**config.mk**
```make
export PLATFORM = sky130hd
export DESIGN_NAME = bind_xor_kernel
export DESIGN_NICKNAME = d
export VERILOG_FILES = /design/src/rtl/bind_xor_kernel.sv
export SDC_FILE = /design/constraint.sdc
export NUM_CORES = 1
export LEC_CHECK = 0
export ABC_CLOCK_PERIOD_IN_PS = 3100
export CORE_ASPECT_RATIO = 0.7
export CORE_UTILIZATION = 55
export DETAILED_ROUTE_END_ITERATION = 6
export PLACE_DENSITY_LB_ADDON = 0.25
export SYNTH_ARGS = -nofsm -noshare
export SYNTH_HDL_FRONTEND = slang
export SYNTH_SLANG_ARGS = --single-unit
```
**constraint.sdc**
```tcl
create_clock -name clk -period 3.1 [get_ports clk]
set_clock_uncertainty 0.05 [all_clocks]
set_input_delay 0.62 -clock clk [delete_from_list [all_inputs] [get_ports clk]]
set_output_delay 0.62 -clock clk [all_outputs]
set_load 0.005 [all_outputs]
```
**src/rtl/bind_xor_kernel.sv**
```systemverilog
// bind_xor_kernel
//   XOR-bind kernel for one hypervector offset. It accepts a framed stream of
//   operand words (first..last) and folds them as
//     result = op0 ^ rotl(op1, S) ^ rotl(op2, 2S) ^ ...   (shift amounts mod W)
//   The result is registered on data_out together with a sticky done flag.
//
// Ports
//   clk       in   rising-edge clock
//   reset_n   in   asynchronous active-low reset
//   valid     in   operand beat valid
//   first     in   beat opens a frame
//   last      in   beat closes a frame (may coincide with first)
//   data_in   in   operand word, W bits
//   data_out  out  bound result, registered, W bits
//   ready     out  kernel accepts a beat this cycle
//   done      out  data_out holds a completed result (sticky until next first beat)
//   err       out  one-cycle pulse on a protocol violation
//   op_count  out  beats accepted in the current or last frame
//
// state   | meaning
// --------+----------------------------------------------------------
// S_IDLE  | waiting for a first beat
// S_ACCUM | frame open, acc holds the partial XOR
// S_DONE  | one-cycle result presentation, ready=0
module bind_xor_kernel #(
    parameter int HV_DATA_WIDTH = 32,
    parameter int MAX_OPERANDS  = 4,
    parameter int PERMUTE_SHIFT = 0
) (
    input  logic                               clk,
    input  logic                               reset_n,
    input  logic                               valid,
    input  logic                               first,
    input  logic                               last,
    input  logic [HV_DATA_WIDTH-1:0]           data_in,
    output logic [HV_DATA_WIDTH-1:0]           data_out,
    output logic                               ready,
    output logic                               done,
    output logic                               err,
    output logic [$clog2(MAX_OPERANDS+1)-1:0]  op_count
);

    localparam int W     = HV_DATA_WIDTH;
    localparam int ROT_W = (W > 1) ? $clog2(W) : 1;
    localparam int OPC_W = $clog2(MAX_OPERANDS + 1);

    localparam logic [ROT_W-1:0] ROT_STEP = ROT_W'(PERMUTE_SHIFT % W);
    localparam logic [ROT_W:0]   ROT_MOD  = (ROT_W+1)'(W);
    localparam logic [OPC_W-1:0] OPC_LAST = OPC_W'(MAX_OPERANDS - 1);

    localparam logic [1:0] S_IDLE  = 2'd0;
    localparam logic [1:0] S_ACCUM = 2'd1;
    localparam logic [1:0] S_DONE  = 2'd2;

    logic [1:0]       state_q, state_d;
    logic [W-1:0]     acc_q, acc_d;
    logic [ROT_W-1:0] rot_q, rot_d;
    logic [W-1:0]     data_out_q, data_out_d;
    logic             done_q, done_d;
    logic             err_q, err_d;
    logic [OPC_W-1:0] op_count_q, op_count_d;

    logic             accept;
    logic [W-1:0]     bound;
    logic [ROT_W:0]   rot_sum;
    logic [ROT_W-1:0] rot_next;

    // Rotating the doubled word left by k leaves rotl(x,k) in the upper half.
    function automatic logic [W-1:0] rotl(input logic [W-1:0] x, input logic [ROT_W-1:0] k);
        logic [2*W-1:0] t;
        t = {x, x} << k;
        return t[2*W-1:W];
    endfunction

    assign ready = (state_q == S_IDLE) || (state_q == S_ACCUM);
    assign accept = valid & ready;
    assign bound  = acc_q ^ rotl(data_in, rot_q);

    // rot + step, reduced mod W without relying on W being a power of two.
    always_comb begin
        rot_sum  = {1'b0, rot_q} + {1'b0, ROT_STEP};
        rot_next = rot_q;
        if (rot_sum >= ROT_MOD) begin
            rot_next = ROT_W'(rot_sum - ROT_MOD);
        end else begin
            rot_next = rot_sum[ROT_W-1:0];
        end
    end

    always_comb begin
        state_d    = state_q;
        acc_d      = acc_q;
        rot_d      = rot_q;
        data_out_d = data_out_q;
        done_d     = done_q;
        err_d      = 1'b0;
        op_count_d = op_count_q;

        case (state_q)
            S_IDLE, S_ACCUM: begin
                if (accept) begin
                    if (first) begin
                        // A first beat inside an open frame restarts the frame.
                        if (state_q == S_ACCUM) begin
                            err_d = 1'b1;
                        end
                        op_count_d = OPC_W'(1);
                        if (last || (MAX_OPERANDS == 1)) begin
                            if (!last) begin
                                err_d = 1'b1;
                            end
                            data_out_d = data_in;
                            done_d     = 1'b1;
                            state_d    = S_DONE;
                        end else begin
                            acc_d   = data_in;
                            rot_d   = ROT_STEP;
                            done_d  = 1'b0;
                            state_d = S_ACCUM;
                        end
                    end else if (state_q == S_IDLE) begin
                        err_d = 1'b1;
                    end else begin
                        op_count_d = op_count_q + OPC_W'(1);
                        rot_d      = rot_next;
                        // The beat that fills the operand budget closes the frame.
                        if (last || (op_count_q == OPC_LAST)) begin
                            if (!last) begin
                                err_d = 1'b1;
                            end
                            data_out_d = bound;
                            done_d     = 1'b1;
                            state_d    = S_DONE;
                        end else begin
                            acc_d = bound;
                        end
                    end
                end
            end
            S_DONE: begin
                state_d = S_IDLE;
            end
            default: begin
                state_d = S_IDLE;
            end
        endcase
    end

    always_ff @(posedge clk or negedge reset_n) begin
        if (!reset_n) begin
            state_q    <= S_IDLE;
            acc_q      <= '0;
            rot_q      <= '0;
            data_out_q <= '0;
            done_q     <= 1'b0;
            err_q      <= 1'b0;
            op_count_q <= '0;
        end else begin
            state_q    <= state_d;
            acc_q      <= acc_d;
            rot_q      <= rot_d;
            data_out_q <= data_out_d;
            done_q     <= done_d;
            err_q      <= err_d;
            op_count_q <= op_count_d;
        end
    end

    assign data_out = data_out_q;
    assign done     = done_q;
    assign err      = err_q;
    assign op_count = op_count_q;

endmodule

```
# Word-level counts from Yosys, hierarchy flattened
# Cells that the tools add are included.
[word_totals]
reg_bits = 76
input_bits = 37
out_inout_bits = 38
elab_cells = 65
[op_classes]
add_sub_neg = 2
order_cmp = 1
n_eq_ne = 9
shift = 1
muxes = 31
n_bitwise = 2
n_reduce_logical = 12
[ops]
columns = ["op", "count"]
rows = [
  ["$mux W32", 8],
  ["$shl A64 B5 Y64", 1],
  ["$xor A32 B32 Y32", 1],
  ["$mux W5", 4],
  ["$reduce_and A5 Y1", 3],
  ["$mux W2", 6],
  ["$mux W1", 11],
  ["$ne A2 B2 Y1 const B", 4],
  ["$ge A5 B6 Y1 const B", 1],
  ["$mux W3", 2],
  ["$ne A3 B3 Y1 const B", 2],
  ["$reduce_and A3 Y1", 2],
  ["$sub A5 B1 Y5 const B", 1],
  ["$reduce_and A4 Y1", 1],
  ["$reduce_bool A2 Y1", 2],
  ["$add A3 B1 Y3 const B", 1],
  ["$eq A3 B2 Y1 const B", 1],
  ["$eq A2 B1 Y1 const B", 1],
  ["$logic_not A2 Y1", 1],
  ["$logic_or A1 B1 Y1", 2],
  ["$ne A2 B1 Y1 const B", 1],
  ["$reduce_or A2 Y1", 1],
  ["$and A1 B1 Y1", 1],
]

# Longest topological paths before layout
# Gate-level depths: netlist of run 1.
[logic_depth]
ltp_word = 7
ltp_mapped = 7

# Least setup slack after synthesis of run 1
# Ideal clock, no wire load.
[synth_path]
path_type = "reg-to-reg"
start = "reg op_count_q[0] (netlist: op_count[0])"
end = "reg acc_q[12]"
t_arrival_ns = 1.711
path_slack_ns = 1.204
stages_incl_launch_ff = 8
path_cell_list = "dfrtp_1 > ha_1 > ha_1 > or3b_1 > buf_4 > buf_6 > o211ai_2 > o311ai_1"
[synth_between]
elab_chain_len = 4
[synth_lines]
columns = ["item", "line_no", "rtl"]
rows = [
  ["from (decl)", "61", "logic [OPC_W-1:0] op_count_q, op_count_d;"],
  ["from (signal assigned)", "165", "op_count_q <= op_count_d;"],
  ["$eq A3 B2 Y1", "127", "if (last || (op_count_q == OPC_LAST)) begin"],
  ["$logic_or A1 B1 Y1", "127", ""],
  ["$ne A2 B2 Y1 (no line)", "n/a", ""],
  ["$reduce_and A5 Y1 (no line)", "n/a", ""],
  ["to (signal assigned)", "152", "acc_q <= '0;"],
  ["to (signal assigned)", "160", "acc_q <= acc_d;"],
  ["to (decl)", "56", "logic [W-1:0] acc_q, acc_d;"],
]
# Every way passes these cells.
# A chain may end at the register's enable or synchronous reset.

# Worst setup path after layout of run 1
[layout_path]
start = "reg op_count_q[0] (netlist: op_count[0])"
end = "reg acc_q[30]"
# Same word-level chain as after synthesis.

==> key figures, run 1 <==
Yosys
  • Synth Area per Inst: 10.7 sq um
  • Cell with the most instances after synthesis: dfrtp_1
  • Synth Instances: 378
  • Top cell type's share of synthesized area: 0.437
  • Syn_nets: 417
  • Seq/Total Area, Yosys: 0.437
  • Synth top cells by count: dfrtp_1 (71), inv_1 (45), nor2b_1 (32), xnor2_1 (32), mux2_4 (29)
  • Fraction of registers with async set/reset: 1.00
  • Syn Std Cell Area: 0.00406 sq mm
  • Ys flop type: dfrtp_1
  • Cell taking the most area after synthesis: dfrtp_1
  • Cells taking the most area after synthesis: dfrtp_1 (44%), mux2_4 (11%), xnor2_1 (6.9%)
  • Post-synth EDFFs: 0
  • Post-synth cell types: 37
  • Ys Warns: 0
  • Synthesized flop and latch total: 71

Setup path
  • Setup crit end kind: register
  • Setup slack, reg-to-reg: 0.59 ns
  • CP required: 3.23 ns
  • Critical Path Source Type: register
  • CP endpoint: acc_q[30]
  • Reg2reg path depth: 5
  • Worst R2R End: acc_q[30]
  • Arr. time, crit path: 2.64 ns
  • CP startpoint: op_count[0]
  • Worst r2r src: op_count[0]
  • Worst-path fanout max: 20
  • Critical path type: register to register

CTS
  • CTS clk-pin slew, worst paths: 0.08 ns
  • Bufs on Longest Clock Path: 2
  • CTS root buf: clkbuf_8
  • PostCTS Resize Cnt: 0
  • CTS sink cnt: 71
  • # hold bufs at CTS: 0
  • CTS tree: done
  • Clk_lat worst skew: 0.34 ns
  • Number of CTS-inserted buffers: 9
  • Postcts setup bufs: 0
  • H-tree depth: 3

Power
  • Power Density: 766 mW/mm^2
  • P_leak: 2.10 nW
  • Worst vdd ir: 0.445 mV

Finish
  • Design area: 0.00504 sq mm
  • Diode count: 0
  • Area growth from synthesis to layout: 24.1%
  • Layout cell share with drive strength beyond 1: 0.158
  • Nets: 483
  • # fillers: 540

Global route
  • GRT Total Usage: 0.251
  • Antenna violations before repair: 0
  • Vias in the first global route: 3081
  • Largest net degree at the start of global routing: 72
  • First-pass GRT wire length: 15.0 mm
  • Grt total ovfl: 0

STA
  • Fmax: 399 MHz
  • Slew margin rel.: 0.378
  • Fin Setup TNS: 0 ns
  • Count of final hold-check violations: 0
  • Fin crit share: 0.809
  • Final Slew Violations: 0
  • RSZ-0062 raised after global routing: no
  • Clock period minus final worst setup slack: 2.51 ns
  • Slew @ Worst Pin: 0.933 ns
  • Final setup fails: 0

Route
  • Wire length per cell: 16.6 um
  • Post-route ant nets: 0
  • Via density: 5.75
  • Residual DRC: 0
  • Drt initial violations: 180
  • Routed Wire Length: 9.04 mm
  • Drt pass-1 iters: 5
  • Total number of vias: 3124

Outcome
  • Outcome: finished clean

Floorplanning
  • Core Area: 0.00694 sq mm
  • Die width: 105 um
  • Die area: 0.00774 sq mm
  • Initial core utilization: 0.585
  • Vert. Die Dim: 73.9 um
  • Cell Rows: 25
  • Io pins: 75

Placement
  • Port Buffers: 74
  • Final HPWL DP: 5.86 mm
  • Area after DPL: 0.00484 sq mm
  • Placer Congestion: 0.765

Run
  • Maxcap violations: 0

Worst hold path
  • Worst Hold Class: primary input to asynchronous set/reset pin
-- how the worst min path moves through the flow --
stage / start / to / slack [ns] / cells after the start
after CTS: reset_n / data_out[29] / 0.37 / 1
after detailed placement: data_out[0] / data_out[0] / 0.44 / 1
final: reset_n / data_out[29] / 0.33 / 1
after global placement: data_out[17] / data_out[17] / 0.45 / 1
after global routing: reset_n / data_out[29] / 0.44 / 1
after floorplan: reset_n / acc_q[0] / 0.27 / 0
-- registers in the layout, summed over array words and instances (netlist names) --
name and flops:
acc_q 32, data_out 32, op_count 3, state_q 2, done 1, err 1
-- layout make-up --
type | count | area (sq um) | area share
flip-flops and latches | 71 | 1780 | 0.352
clock inverters | 6 | 60.1 | 0.0119
repair buffers | 81 | 811 | 0.161
clock buffers | 10 | 138 | 0.0273
well taps | 94 | 118 | 0.0233
multi-input cells | 236 | 1970 | 0.391
inverters | 45 | 169 | 0.0335
-- critical path, cell delays in order (launching register included) --
cell and delay, ns:
dfrtp_1 0.42, ha_1 0.18, ha_1 0.25, and2b_1 0.40, o21ai_2 0.80, o311ai_0 0.24
-- kinds of logic (layout without fill, tap and decap cells) --
family	count (synthesis)	count (layout)	share of synthesized area
buffers and inverters	71	142	0.0801
xor gates and xnor gates	32	32	0.0690
AOI/OAI and AO/OA	79	79	0.164
DFF	71	71	0.437
adders and majority gates	2	2	0.00616
muxes	32	32	0.115
and+or+nand+nor	91	91	0.128
-- stage by stage --
stage / power (mW) / hold WS (ns) / utilization / worst slack [ns] / instances
after floorplan: 2.41 / 0.274 / - / 1.20 / 378
after global placement: 3.06 / 0.445 / 0.697 / 0.461 / 527
after detailed placement: 3.13 / 0.445 / 0.697 / 0.423 / 527
after CTS: 3.90 / 0.373 / 0.726 / 0.568 / 543
after global routing: 4.10 / 0.435 / 0.726 / 0.344 / 543
final: 3.86 / 0.332 / 0.726 / 0.591 / 543
-- layer usage --
metal / routed length [um] / global-route usage
met5: 0 / 0
met1: 4220 / 0.342
met3: 433 / 0.0621
met4: 39 / 0.0610
met2: 4340 / 0.412
-- report_power, final --
| part | total (mW) | switching, mW | internal [mW] |
|---|---|---|---|
| combinational | 1.53 | 0.526 | 0.999 |
| clock | 0.745 | 0.356 | 0.389 |
| sequential | 1.59 | 0.282 | 1.31 |
-- placed cells by master, fill, tap and decap left out, drive strengths merged, types with 3 or more instances in the layout --
master / instances
inv: 45
nand2: 5
o21ai: 4
xnor2: 32
nor2b: 32
dfrtp: 71
nor3: 8
buf: 9
clkbuf: 10
nand3: 20
a21oi: 3
o211ai: 24
o2111ai: 12
o311ai: 20
nand3b: 4
nor2: 11
o31ai: 8
nand2b: 4
clkinv: 3
clkdlybuf4s50: 72
mux2: 32
Note: power is estimated with default switching activity, not from simulation.
==> run 2: changes to the inputs <==
--- a/config.mk
+++ b/config.mk
@@ -5,9 +5,9 @@
 export SDC_FILE = /design/constraint.sdc
 export NUM_CORES = 1
 export LEC_CHECK = 0
-export ABC_CLOCK_PERIOD_IN_PS = 3100
+export ABC_CLOCK_PERIOD_IN_PS = 2370
 export CORE_ASPECT_RATIO = 0.7
-export CORE_UTILIZATION = 55
+export CORE_UTILIZATION = 53
 export DETAILED_ROUTE_END_ITERATION = 6
 export PLACE_DENSITY_LB_ADDON = 0.25
 export SYNTH_ARGS = -nofsm -noshare
==> constraint.sdc (replaced) <==
create_clock -name clk -period 2.37 [get_ports clk]
set_clock_uncertainty 0.05 [all_clocks]
set_input_delay 0.474 -clock clk [delete_from_list [all_inputs] [get_ports clk]]
set_output_delay 0.474 -clock clk [all_outputs]
set_load 0.005 [all_outputs]
==> run 2 against run 1 <==
Final area grew 1.5%. Worst hold slack worse by 0.29 ns. Setup slack got worse by 0.33 ns. Non-clock buffer count is 6 higher. Total power is 32% higher. Via count down 0.35%. Global-route usage decreased by 0.85 points. Count of clock-buffer cells in the layout is the same. Final cell count rose by 1.7%. Highest routed layer unchanged.
==> key figures, run 2 (synthesis gave the netlist of run 1 again) <==
Outcome
  • Outcome: finished clean (unchanged)

Floorplanning
  • Initial core utilization: 0.553 (was 0.585)
  • Die width: 107 um (was 105 um)
  • Vert. Die Dim: 75.3 um (was 73.9 um)
  • Die area: 0.00803 sq mm (was 0.00774 sq mm)
  • Core Area: 0.00735 sq mm (was 0.00694 sq mm)
  • Cell Rows: 26 (was 25)
  • Io pins: 75 (unchanged)

Placement
  • Port Buffers: 74 (unchanged)
  • Inst Count DP: 537 (was 527)
  • Final HPWL DP: 6.26 mm (was 5.86 mm)
  • Worst slack, placed: 0.119 ns (was 0.423 ns)
  • Placer Congestion: 0.762 (was 0.765)

CTS
  • CTS root buf: clkbuf_8 (unchanged)
  • Bufs on Longest Clock Path: 2 (unchanged)
  • CTS clk-pin slew, worst paths: 0.08 ns (about the same)
  • Clk_lat worst skew: 0.35 ns (was 0.34 ns)
  • H-tree depth: 3 (unchanged)
  • Postcts setup bufs: 0 (unchanged)
  • CTS tree: done (unchanged)
  • CTS sink cnt: 71 (unchanged)
  • Number of CTS-inserted buffers: 9 (unchanged)

Finish
  • Layout cell share with drive strength beyond 1: 0.165 (was 0.158)
  • Nets: 489 (was 483)
  • Post-route insts no fill: 552 (was 543)
  • Finished Core Util: 0.696 (was 0.726)
  • # fillers: 588 (was 540)
  • Area growth from synthesis to layout: 26.0% (was 24.1%)
  • Commonest non-fill, non-tap cell in the layout: clkdlybuf4s50_1 (unchanged)
  • Commonest non-fill, non-tap cells in the layout: clkdlybuf4s50_1 (72), dfrtp_1 (71), inv_1 (45) (unchanged)
  • Diode count: 0 (unchanged)

Route
  • Wire length per cell: 16.7 um (was 16.6 um)
  • Residual DRC: 0 (unchanged)
  • Routed Wire Length: 9.24 mm (was 9.04 mm)
  • Drt pass-1 iters: 4 (was 5)
  • Total number of vias: 3113 (was 3124)
  • Via density: 5.64 (was 5.75)
  • Drt initial violations: 156 (was 180)
  • Post-route ant nets: 0 (unchanged)

STA
  • Final setup fails: 0 (unchanged)
  • Hold slack: 0.0391 ns (was 0.332 ns)
  • Clock period minus final worst setup slack: 2.11 ns (was 2.51 ns)
  • Slew margin rel.: 0.608 (was 0.378)
  • Fmax: 475 MHz (was 399 MHz)
  • Final setup margin: 0.263 ns (was 0.591 ns)
  • Count of final hold-check violations: 0 (unchanged)
  • Fin Setup TNS: 0 ns (unchanged)
  • RSZ-0062 raised after global routing: no (unchanged)
  • Final Slew Violations: 0 (unchanged)
  • Slew @ Worst Pin: 0.585 ns (was 0.933 ns)
  • Fin crit share: 0.889 (was 0.809)

Power
  • Worst vdd ir: 0.633 mV (was 0.445 mV)
  • Power Density: 996 mW/mm^2 (was 766 mW/mm^2)
  • P_leak: 2.14 nW (was 2.10 nW)

Global route
  • Antenna violations before repair: 0 (unchanged)
  • First-pass GRT wire length: 14.7 mm (was 15.0 mm)
  • Grt total ovfl: 0 (unchanged)
  • Vias in the first global route: 2960 (was 3081)
  • Largest net degree at the start of global routing: 39 (was 72)
  • GRT Total Usage: 0.243 (was 0.251)

Setup path
  • CP required: 2.54 ns (was 3.23 ns)
  • Worst R2R End: acc_q[26] (was acc_q[30])
  • Worst r2r src: op_count[0] (unchanged)
  • Arr. time, crit path: 2.27 ns (was 2.64 ns)
  • Setup crit end kind: register (unchanged)
  • Reg2reg path depth: 6 (was 5)
  • Critical path type: register to register (unchanged)
  • Setup slack, reg-to-reg: 0.26 ns (was 0.59 ns)
  • Critical Path Source Type: register (unchanged)
  • Worst-path fanout max: 12 (was 20)

Worst hold path
  • Worst Hold Class: primary input to asynchronous set/reset pin (unchanged)

Run
  • Maxcap violations: 0 (unchanged)
run 2: cell types whose count changed in the layout (fill, tap and decap cells not counted), sizes merged:
cell	previous run	this run
clkinv	3	2
buf	9	15
run 2: worst max-delay path, stage by stage, from the launching register on:
cell      delay [ns]
dfrtp_1         0.43
ha_1            0.22
ha_1            0.26
or3b_1          0.39
buf_4           0.21
nor2_1          0.26
o211ai_1        0.15
run 2: power by group:
| group | leakage [nW] | internal (mW) | switching, mW | total, mW |
|---|---|---|---|---|
| clock | 0.0944 | 0.509 | 0.480 | 0.989 |
| sequential | 0.868 | 1.71 | 0.368 | 2.08 |
| combinational | 1.18 | 1.33 | 0.700 | 2.03 |
| total | 2.14 | 3.55 | 1.55 | 5.10 |
run 2: worst max path at each step:
stage          depth (start not counted)         to         from  slack, ns
6_report                               6  acc_q[26]  op_count[0]       0.26
5_1_grt                                6  acc_q[26]  op_count[0]       0.16
4_1_cts                                5  acc_q[22]  op_count[0]       0.11
3_5_place_dp                           5  acc_q[22]  op_count[0]       0.12
3_3_place_gp                           5   acc_q[9]        valid       0.16
2_1_floorplan                          7  acc_q[12]  op_count[0]       0.47
run 2: layer usage:
metal | vias to the layer above | wire [um] | global-route usage | share of wire
met3 | 11 | 566 | 0.0701 | 0.061
li1 | 1477 | - | - | -
met5 | - | 0 | 0 | 0
met4 | 0 | 100 | 0.0791 | 0.011
met1 | 1527 | 4340 | 0.332 | 0.47
met2 | 98 | 4240 | 0.376 | 0.46
run 2: area by class of cell:
type	count	area, sq um	area share
tap	98	123	0.0240
timing repair buffer	87	881	0.172
clock buffer	10	138	0.0269
clock inverter	5	58.8	0.0115
sequential	71	1780	0.347
inverter	45	169	0.0330
multi-input combinational	236	1970	0.385
run 2: through the flow:
stage | instance area, sq um | total power [mW]
floorplan | 4060 | 3.15
global placement | 4910 | 4.04
detailed placement | 4910 | 4.12
CTS | 5110 | 5.13
global route | 5120 | 5.41
finish | 5120 | 5.10
run 2: what timing repair did:
item / 4_1_cts / 5_1_grt
resized for setup: 0 / 1
hold buffers: 0 / 0
setup endpoints to repair: 0 / 5
